--- config.mk ---
export PLATFORM = sky130hd
export DESIGN_NAME = pe_xnor_acc
export DESIGN_NICKNAME = d
export VERILOG_FILES = /design/src/rtl/pe_xnor_acc.sv
export SDC_FILE = /design/constraint.sdc
export NUM_CORES = 1
export LEC_CHECK = 0
export ABC_AREA = 1
export CELL_PAD_IN_SITES_DETAIL_PLACEMENT = 2
export CELL_PAD_IN_SITES_GLOBAL_PLACEMENT = 2
export CORE_MARGIN = 4
export CORE_UTILIZATION = 25
export CTS_CLUSTER_DIAMETER = 80
export DETAILED_ROUTE_END_ITERATION = 7
export DONT_BUFFER_PORTS = 1
export PLACE_DENSITY_LB_ADDON = 0.1
export SLEW_MARGIN = 30
export SYNTH_ARGS = -nofsm -noshare
export SYNTH_HDL_FRONTEND = slang
export SYNTH_SLANG_ARGS = --single-unit
--- constraint.sdc ---
create_clock -name CLK -period 3.6 [get_ports CLK]
set_clock_uncertainty 0.15 [all_clocks]
set_input_delay 0.54 -clock CLK [delete_from_list [all_inputs] [get_ports CLK]]
set_output_delay 0.54 -clock CLK [all_outputs]
set_load 0.1 [all_outputs]
--- src/rtl/pe_xnor_acc.sv ---
// pe_xnor_acc: multi-lane integer/XNOR dot-product processing element.
//
// Each valid beat forms a LANES-wide dot product. In integer mode the lanes
// use two's-complement weights and signed or zero-extended activations. In
// XNOR mode each lane contributes +1/-1. Beats accumulate into a saturating
// signed accumulator, and each tile emits one result with a valid pulse.
//
// Ports:
//   CLK, RST          clock (rising edge), async active-high reset
//   i_Valid           beat valid; every other input is ignored when low
//   i_First, i_Last   tile start / tile end markers
//   i_Bin             1 = XNOR mode, 0 = integer mode
//   i_SignI           integer mode: 1 = signed activations
//   Input_Feature     lane i at [i*BITS_A +: BITS_A]
//   Weight            lane i at [i*BITS_W +: BITS_W]
//   o_Valid           one-cycle pulse marking a new tile result
//   Output_PSUM       signed tile result, held between pulses
//   o_Sat             tile result was clamped, held between pulses

// Per-lane product: act x weight, or +1/-1 from the XNOR of the bit-0 values.
module pe_xnor_lane #(
    parameter int BITS_A = 2,
    parameter int BITS_W = 2
) (
    input  logic [BITS_A-1:0]            act,
    input  logic [BITS_W-1:0]            w,
    input  logic                         bin,
    input  logic                         sign_i,
    output logic signed [BITS_A+BITS_W:0] prod
);
    localparam int PW = BITS_A + BITS_W + 1;

    logic signed [BITS_A:0]   act_x;
    logic signed [BITS_W-1:0] w_s;

    // One extra bit lets an unsigned activation remain positive after signing.
    assign act_x = $signed({sign_i & act[BITS_A-1], act});
    assign w_s   = $signed(w);

    always_comb begin
        prod = '0;
        if (bin)
            prod = (act[0] ~^ w[0]) ? PW'(1) : -PW'(1);
        else
            prod = PW'(act_x) * PW'(w_s);
    end
endmodule

module pe_xnor_acc #(
    parameter int LANES    = 4,
    parameter int BITS_A   = 2,
    parameter int BITS_W   = 2,
    parameter int BITS_ACC = 16
) (
    input  logic                       CLK,
    input  logic                       RST,
    input  logic                       i_Valid,
    input  logic                       i_First,
    input  logic                       i_Last,
    input  logic                       i_Bin,
    input  logic                       i_SignI,
    input  logic [LANES*BITS_A-1:0]    Input_Feature,
    input  logic [LANES*BITS_W-1:0]    Weight,
    output logic                       o_Valid,
    output logic signed [BITS_ACC-1:0] Output_PSUM,
    output logic                       o_Sat
);
    localparam int PW = BITS_A + BITS_W + 1;
    localparam int SW = PW + $clog2(LANES);
    // The accumulator sum is one bit wider than its widest operand, so the
    // unclamped value is always exact before the range check.
    localparam int AW = ((BITS_ACC > SW) ? BITS_ACC : SW) + 1;

    localparam logic signed [BITS_ACC-1:0] ACC_MAX = {1'b0, {(BITS_ACC-1){1'b1}}};
    localparam logic signed [BITS_ACC-1:0] ACC_MIN = {1'b1, {(BITS_ACC-1){1'b0}}};

    logic [LANES-1:0][PW-1:0] prod;
    logic signed [SW-1:0]     beat_sum;

    // vld_pipe[1] = stage-1 beat valid, vld_pipe[2] = result pulse
    logic [2:1]               vld_pipe;
    logic                     s1_first, s1_last;
    logic signed [SW-1:0]     s1_sum;

    logic signed [BITS_ACC-1:0] acc, acc_clamp;
    logic                       sat_flag, sat_next, ovf;
    logic signed [AW-1:0]       acc_base, acc_next;

    for (genvar g = 0; g < LANES; g++) begin : g_lane
        pe_xnor_lane #(.BITS_A(BITS_A), .BITS_W(BITS_W)) u_lane (
            .act    (Input_Feature[g*BITS_A +: BITS_A]),
            .w      (Weight[g*BITS_W +: BITS_W]),
            .bin    (i_Bin),
            .sign_i (i_SignI),
            .prod   (prod[g])
        );
    end

    always_comb begin
        beat_sum = '0;
        for (int i = 0; i < LANES; i++)
            beat_sum = beat_sum + SW'($signed(prod[i]));
    end

    // Stage 1: register the beat sum and its tile markers.
    always_ff @(posedge CLK or posedge RST) begin
        if (RST) begin
            vld_pipe[1] <= 1'b0;
            s1_first    <= 1'b0;
            s1_last     <= 1'b0;
            s1_sum      <= '0;
        end else begin
            vld_pipe[1] <= i_Valid;
            if (i_Valid) begin
                s1_first <= i_First;
                s1_last  <= i_Last;
                s1_sum   <= beat_sum;
            end
        end
    end

    // Stage 2 datapath: a first beat restarts from 0 and clears the sticky flag.
    always_comb begin
        acc_base = s1_first ? '0 : AW'(acc);
        acc_next = acc_base + AW'(s1_sum);
        // The value is in range only if every bit from the sign bit up agrees.
        ovf      = !((&acc_next[AW-1:BITS_ACC-1]) || !(|acc_next[AW-1:BITS_ACC-1]));
        if (ovf)
            acc_clamp = acc_next[AW-1] ? ACC_MIN : ACC_MAX;
        else
            acc_clamp = acc_next[BITS_ACC-1:0];
        sat_next = (s1_first ? 1'b0 : sat_flag) | ovf;
    end

    always_ff @(posedge CLK or posedge RST) begin
        if (RST) begin
            vld_pipe[2] <= 1'b0;
            acc         <= '0;
            sat_flag    <= 1'b0;
            Output_PSUM <= '0;
            o_Sat       <= 1'b0;
        end else begin
            vld_pipe[2] <= vld_pipe[1] & s1_last;
            if (vld_pipe[1]) begin
                acc      <= acc_clamp;
                sat_flag <= sat_next;
                if (s1_last) begin
                    Output_PSUM <= acc_clamp;
                    o_Sat       <= sat_next;
                end
            end
        end
    end

    assign o_Valid = vld_pipe[2];
endmodule

# Word level (Yosys, flattened, before mapping)
# Index checks and enable logic that the tools add are counted.
word_totals:
  register_bits: 45
  latchBits: 0
  ram_bits: 0
  mem_bits_ro: 0
  input_bits: 23
  out_inout_bits: 18
  word_cells: 45
  n_memories: 0
classes:
  add_sub_neg: 4
  mul: 4
  div: 0
  magnitude_cmp: 0
  n_eq_ne: 0
  shifts: 0
  mux: 12
  bitwise_logic: 10
  n_reduce_logical: 6
op_table:
  columns: ["cell", "n"]
  rows:
  - ["$mux W5", 8]
  - ["$mux W16", 2]
  - ["$mul A3 B2 Y5", 4]
  - ["$add A17 B7 Y17", 1]
  - ["$mux W17", 1]
  - ["$add A6 B5 Y7", 1]
  - ["$add A7 B5 Y7", 1]
  - ["$add A5 B5 Y6", 1]
  - ["$and A1 B1 Y1", 5]
  - ["$reduce_and A2 Y1", 2]
  - ["$xnor A1 B1 Y1", 4]
  - ["$logic_not A1 Y1", 2]
  - ["$reduce_or A2 Y1", 1]
  - ["$logic_or A1 B1 Y1", 1]
  - ["$mux W1", 1]
  - ["$or A1 B1 Y1", 1]

# Longest topological paths before layout
depth:
  depth_word: 7
  ltp_mapped: 20
  mapped_depth_nobuf: 20

# Modules after synthesis
# Synthesis repeated with hierarchy kept, for this count alone.
hier_totals:
  cells_unflattened: 564
  area_unflattened_um2: 4088.9
modules_own_cells:
  columns: ["module", "instances", "cells_each", "area_per_inst_um2"]
  rows:
  - ["pe_xnor_acc", 1, 448, 3323.2]
  - ["pe_xnor_lane at g_lane[0].u_lane ...", 3, 29, 193.9]
  - ["pe_xnor_lane at g_lane[3].u_lane", 1, 29, 183.9]

# Worst setup path before layout
# No wires, ideal clock.
synth_path:
  path_type: "input -> register"
  start: "in Weight[3]"
  end: "reg s1_sum[6]"
  setup_ps: 135
  arrival_ps: 4094
  slack_ps: -780
  stages: 20
  path_cell_list: "inv_1 > or2_2 > fa_1 > inv_1 > ha_1 > fa_1 > nor2_1 > nor2_1 > fa_1 > inv_1 > fa_1 > inv_1 > ha_1 > a21oi_1 > nand2_1 > nand2_1 > nand2_1 > a21oi_1 > xor2_1 > o21ai_0"
synth_via:
  elab_chain_cells: 5
synth_lines:
  columns: ["item", "line_no", "text"]
  rows:
  - ["start: declaration", "63", "input logic [LANES*BITS_W-1:0] Weight,"]
  - ["$mul A3 B2 Y5", "45", "prod = PW'(act_x) * PW'(w_s);"]
  - ["$mux W5", "42", "if (bin)"]
  - ["$add A5 B5 Y6", "102", "beat_sum = beat_sum + SW'($signed(prod[i]));"]
  - ["$add A6 B5 Y7", "102", null]
  - ["$add A7 B5 Y7", "102", null]
  - ["end signal: assignment", "117", "s1_sum <= beat_sum;"]
  - ["end: declaration", "83", "logic signed [SW-1:0] s1_sum;"]
# No other way between the ends.
# A chain may end at the register's enable or synchronous reset.

# Worst setup path in the final report
layout_path:
  start: "in Input_Feature[2]"
  end: "reg s1_sum[5]"
layout_via:
  elab_chain_cells: 6
  word_cells_on_any_way: 7
layout_lines:
  columns: ["item", "line_no", "text"]
  rows:
  - ["start: declaration", "62", "input logic [LANES*BITS_A-1:0] Input_Feature,"]
  - ["parallel branches: the longest is 2 deep, another holds $mul A3 B2 Y5", null, null]
  - ["$mux W5 *", "42", null]
  - ["$add A5 B5 Y6 *", "102", null]
  - ["$add A6 B5 Y7 *", "102", null]
  - ["$add A7 B5 Y7 *", "102", null]
# Mark *: on every way between the ends.

==> results.yml <==
timing:
  fmax_mhz: 258
  min_period_ps: 3880
  setup_violations: 4
  slew_violations: 0
  tns_ps: -961
  fin_ws_ps: -282
  finalCritPeriodShare_pct: 108
  slew_headroom_pct: 38.8
  tightest_slew_ps: 918
  final_hold_viol_count: 0
  rsz0062_at_grt: "yes"
critical_path:
  worstSetupPathType: "in -> reg"
  crit_required_ps: 3670
  cp_slowest_cell: "fa_1"
  crit_path_max_fanout: 3
  cpPeakStageDelay_ps: 500
  worstSetupEndpointType: "register"
  crit_family: "adder cells"
  cp.arrival_ps: 3950
  crit_chain: "or2_4, fa_2, inv_2, ha_4, fa_2, nor2_2, nor2_2, fa_1, inv_1, fa_1, inv_2, ha_4, buf_4, buf_6, buf_6, nand3_2, nand2_2, xnor2_2, o21ai_1"
  start_kind: "input pin"
  path_buf_inv: 6
clocking:
  clock_latency_ps: 290
  cts_tree: "yes"
  cts_max_level: 2
  cts_root_buf: "clkbuf_16"
  clockBufferDepth: 2
  ctsHoldBuffers: 0
  numCtsBuffers: 5
  cts.clk_slew.worst_paths_ps: 60
  cts.sinks: 45
drt:
  post_drt_wl_per_cell_um: 14.9
  vias: 3632
  vias_per_cell: 4.44
  firstDrtPassIters: 4
  drt-initial-drc-count: 93
  drcViolationCount: 0
  wirelength_um: 12200
  ant_nets: 0
die:
  initial_core_util_pct: 25.8
  dieArea_um2: 18700
  rows: 46
  ioPinCount: 41
  die_w_um: 137
  core_um2: 16100
  dieHeight_um: 137
cells_and_area:
  multi_input_area_um2: 2740
  seqCellArea_um2: 1130
  stdcell_area_um2: 4830
  n_antenna_cell: 0
  fillers: 1926
  nets: 679
  drive_gt1_share_pct: 18.6
  layout_commonest_cell: "nand2_1"
  post_layout_nonfiller_instances: 818
  area_growth_pct: 16.5
  final_cell_mix: "nand2_1, inv_1, dfrtp_1"
place:
  pre_cts_ws_ps: -699
  gp_routability_congestion: 0.707
  port_buffers: 0
  dp_cells: 808
  dpl.hpwl_um: 10000
  post_dp_cell_area_um2: 4510
yosys:
  ys_seq_area_share_pct: 27.2
  synth-seq-cells: 45
  synth_area_um2: 4150
  synthesis.nets: 665
  netlist_instances: 588
  yosysWarnings: 0
  syn_area_per_cell_um2: 7.05
  synth_cell_types: 28
status:
  violations: "negative setup slack"
  outcome: "complete, but fails checks"
hold_path:
  holdCritPathClass: "in -> async"
global_route:
  grt_pass1_vias: 4118
  grt_start_max_net_pins: 46
  grt_usage_pct: 13.9
  grt_pass1_wl_um: 20700
  gr-total-overflow: 0
  antenna_found_initial: 0
run:
  drv_cap: 0
## worst register-to-register path, stage by stage, from the launching register on
cell	delay, ps
dfrtp_1	600
nor2_1	200
ha_1	180
inv_1	60
fa_1	400
inv_1	80
nand2_1	60
nand2_1	110
nand3_1	110
nand2_2	150
nand2_2	90
nand3_1	100
nand2_2	100
nand2_4	260
nand2_1	190
nand3_1	110
nand2_1	60
## state kept, by name, summed over array words and instances, names as in the netlist
register and count:
Output_PSUM 16, acc 16, s1_sum 7, o_Sat 1, o_Valid 1, s1_first 1
s1_last 1, sat_flag 1, vld_pipe 1
## logic make-up after synthesis
| family | count (synthesis) | share of synthesized area (%) |
|---|---|---|
| and+or+nand+nor | 324 | 33.7 |
| buffers and inverters | 109 | 10.8 |
| adders and majority gates | 54 | 19.9 |
| DFF | 45 | 27.2 |
| AOI/OAI and AO/OA | 42 | 5.46 |
| xor gates and xnor gates | 14 | 2.96 |
## cell usage after synthesis, drive strengths merged
cell    count  area (um^2)
a21oi      14         81.3
and2        2         12.5
and3        1         6.26
buf         4         53.8
clkbuf      8         30.0
clkinv      2         7.51
dfrtp      45         1130
fa         20          400
ha         34          425
inv        95          357
nand2     250         1040
nand3      18         95.1
nand4       2         12.5
nor2       39          146
nor3        3         25.0
o21ai      26          130
o21bai      2         15.0
or2         9         56.3
xnor2       3         26.3
xor2       11         96.3
## through the flow
stage | utilization [%] | hold slack (ps)
finish | 30.1 | 44.3
global route | 30.1 | 96.2
CTS | 29.4 | 76.9
detailed placement | 28.1 | 319
global placement | 28.1 | 314
floorplan | - | 292
## layer usage
layer	part of all wire (%)	track usage, %
met3	1.9	1.99
met2	53	26.0
met5	0	0
met4	0.43	1.83
met1	45	17.4
## area by class of cell
cell class	count	share of cell area, %
clock buffer	5	2.59
timing repair buffer	19	3.11
multi-input combinational	434	56.7
clock inverter	2	0.725
tap	216	5.59
sequential	45	23.3
inverter	97	7.93
## worst paths after layout
| path | startpoint | endpoint | slack (ps) | cells past startpoint |
|---|---|---|---|---|
| setup reg to reg | s1_first | acc[2] | 480 | 16 |
| hold / removal | RST | Output_PSUM[14] | 40 | 1 |
| setup / recovery | Input_Feature[2] | s1_sum[5] | -280 | 19 |
| min in group CLK | i_Valid | vld_pipe[1] | 130 | 0 |
| hold reg to reg | acc[6] | acc[6] | 330 | 2 |
| max in group asynchronous | RST | vld_pipe[1] | 2830 | 1 |
## timing repair
item	4_1_cts	5_1_grt
pin swaps	13	11
gates resized for setup	19	23
endpoints found under the hold margin	0	0
buffers inserted	2	2
setup endpoints to repair	4	4
Power is not shown: default switching activity piles up to over one toggle a cycle in this logic, so the estimate is an artifact.
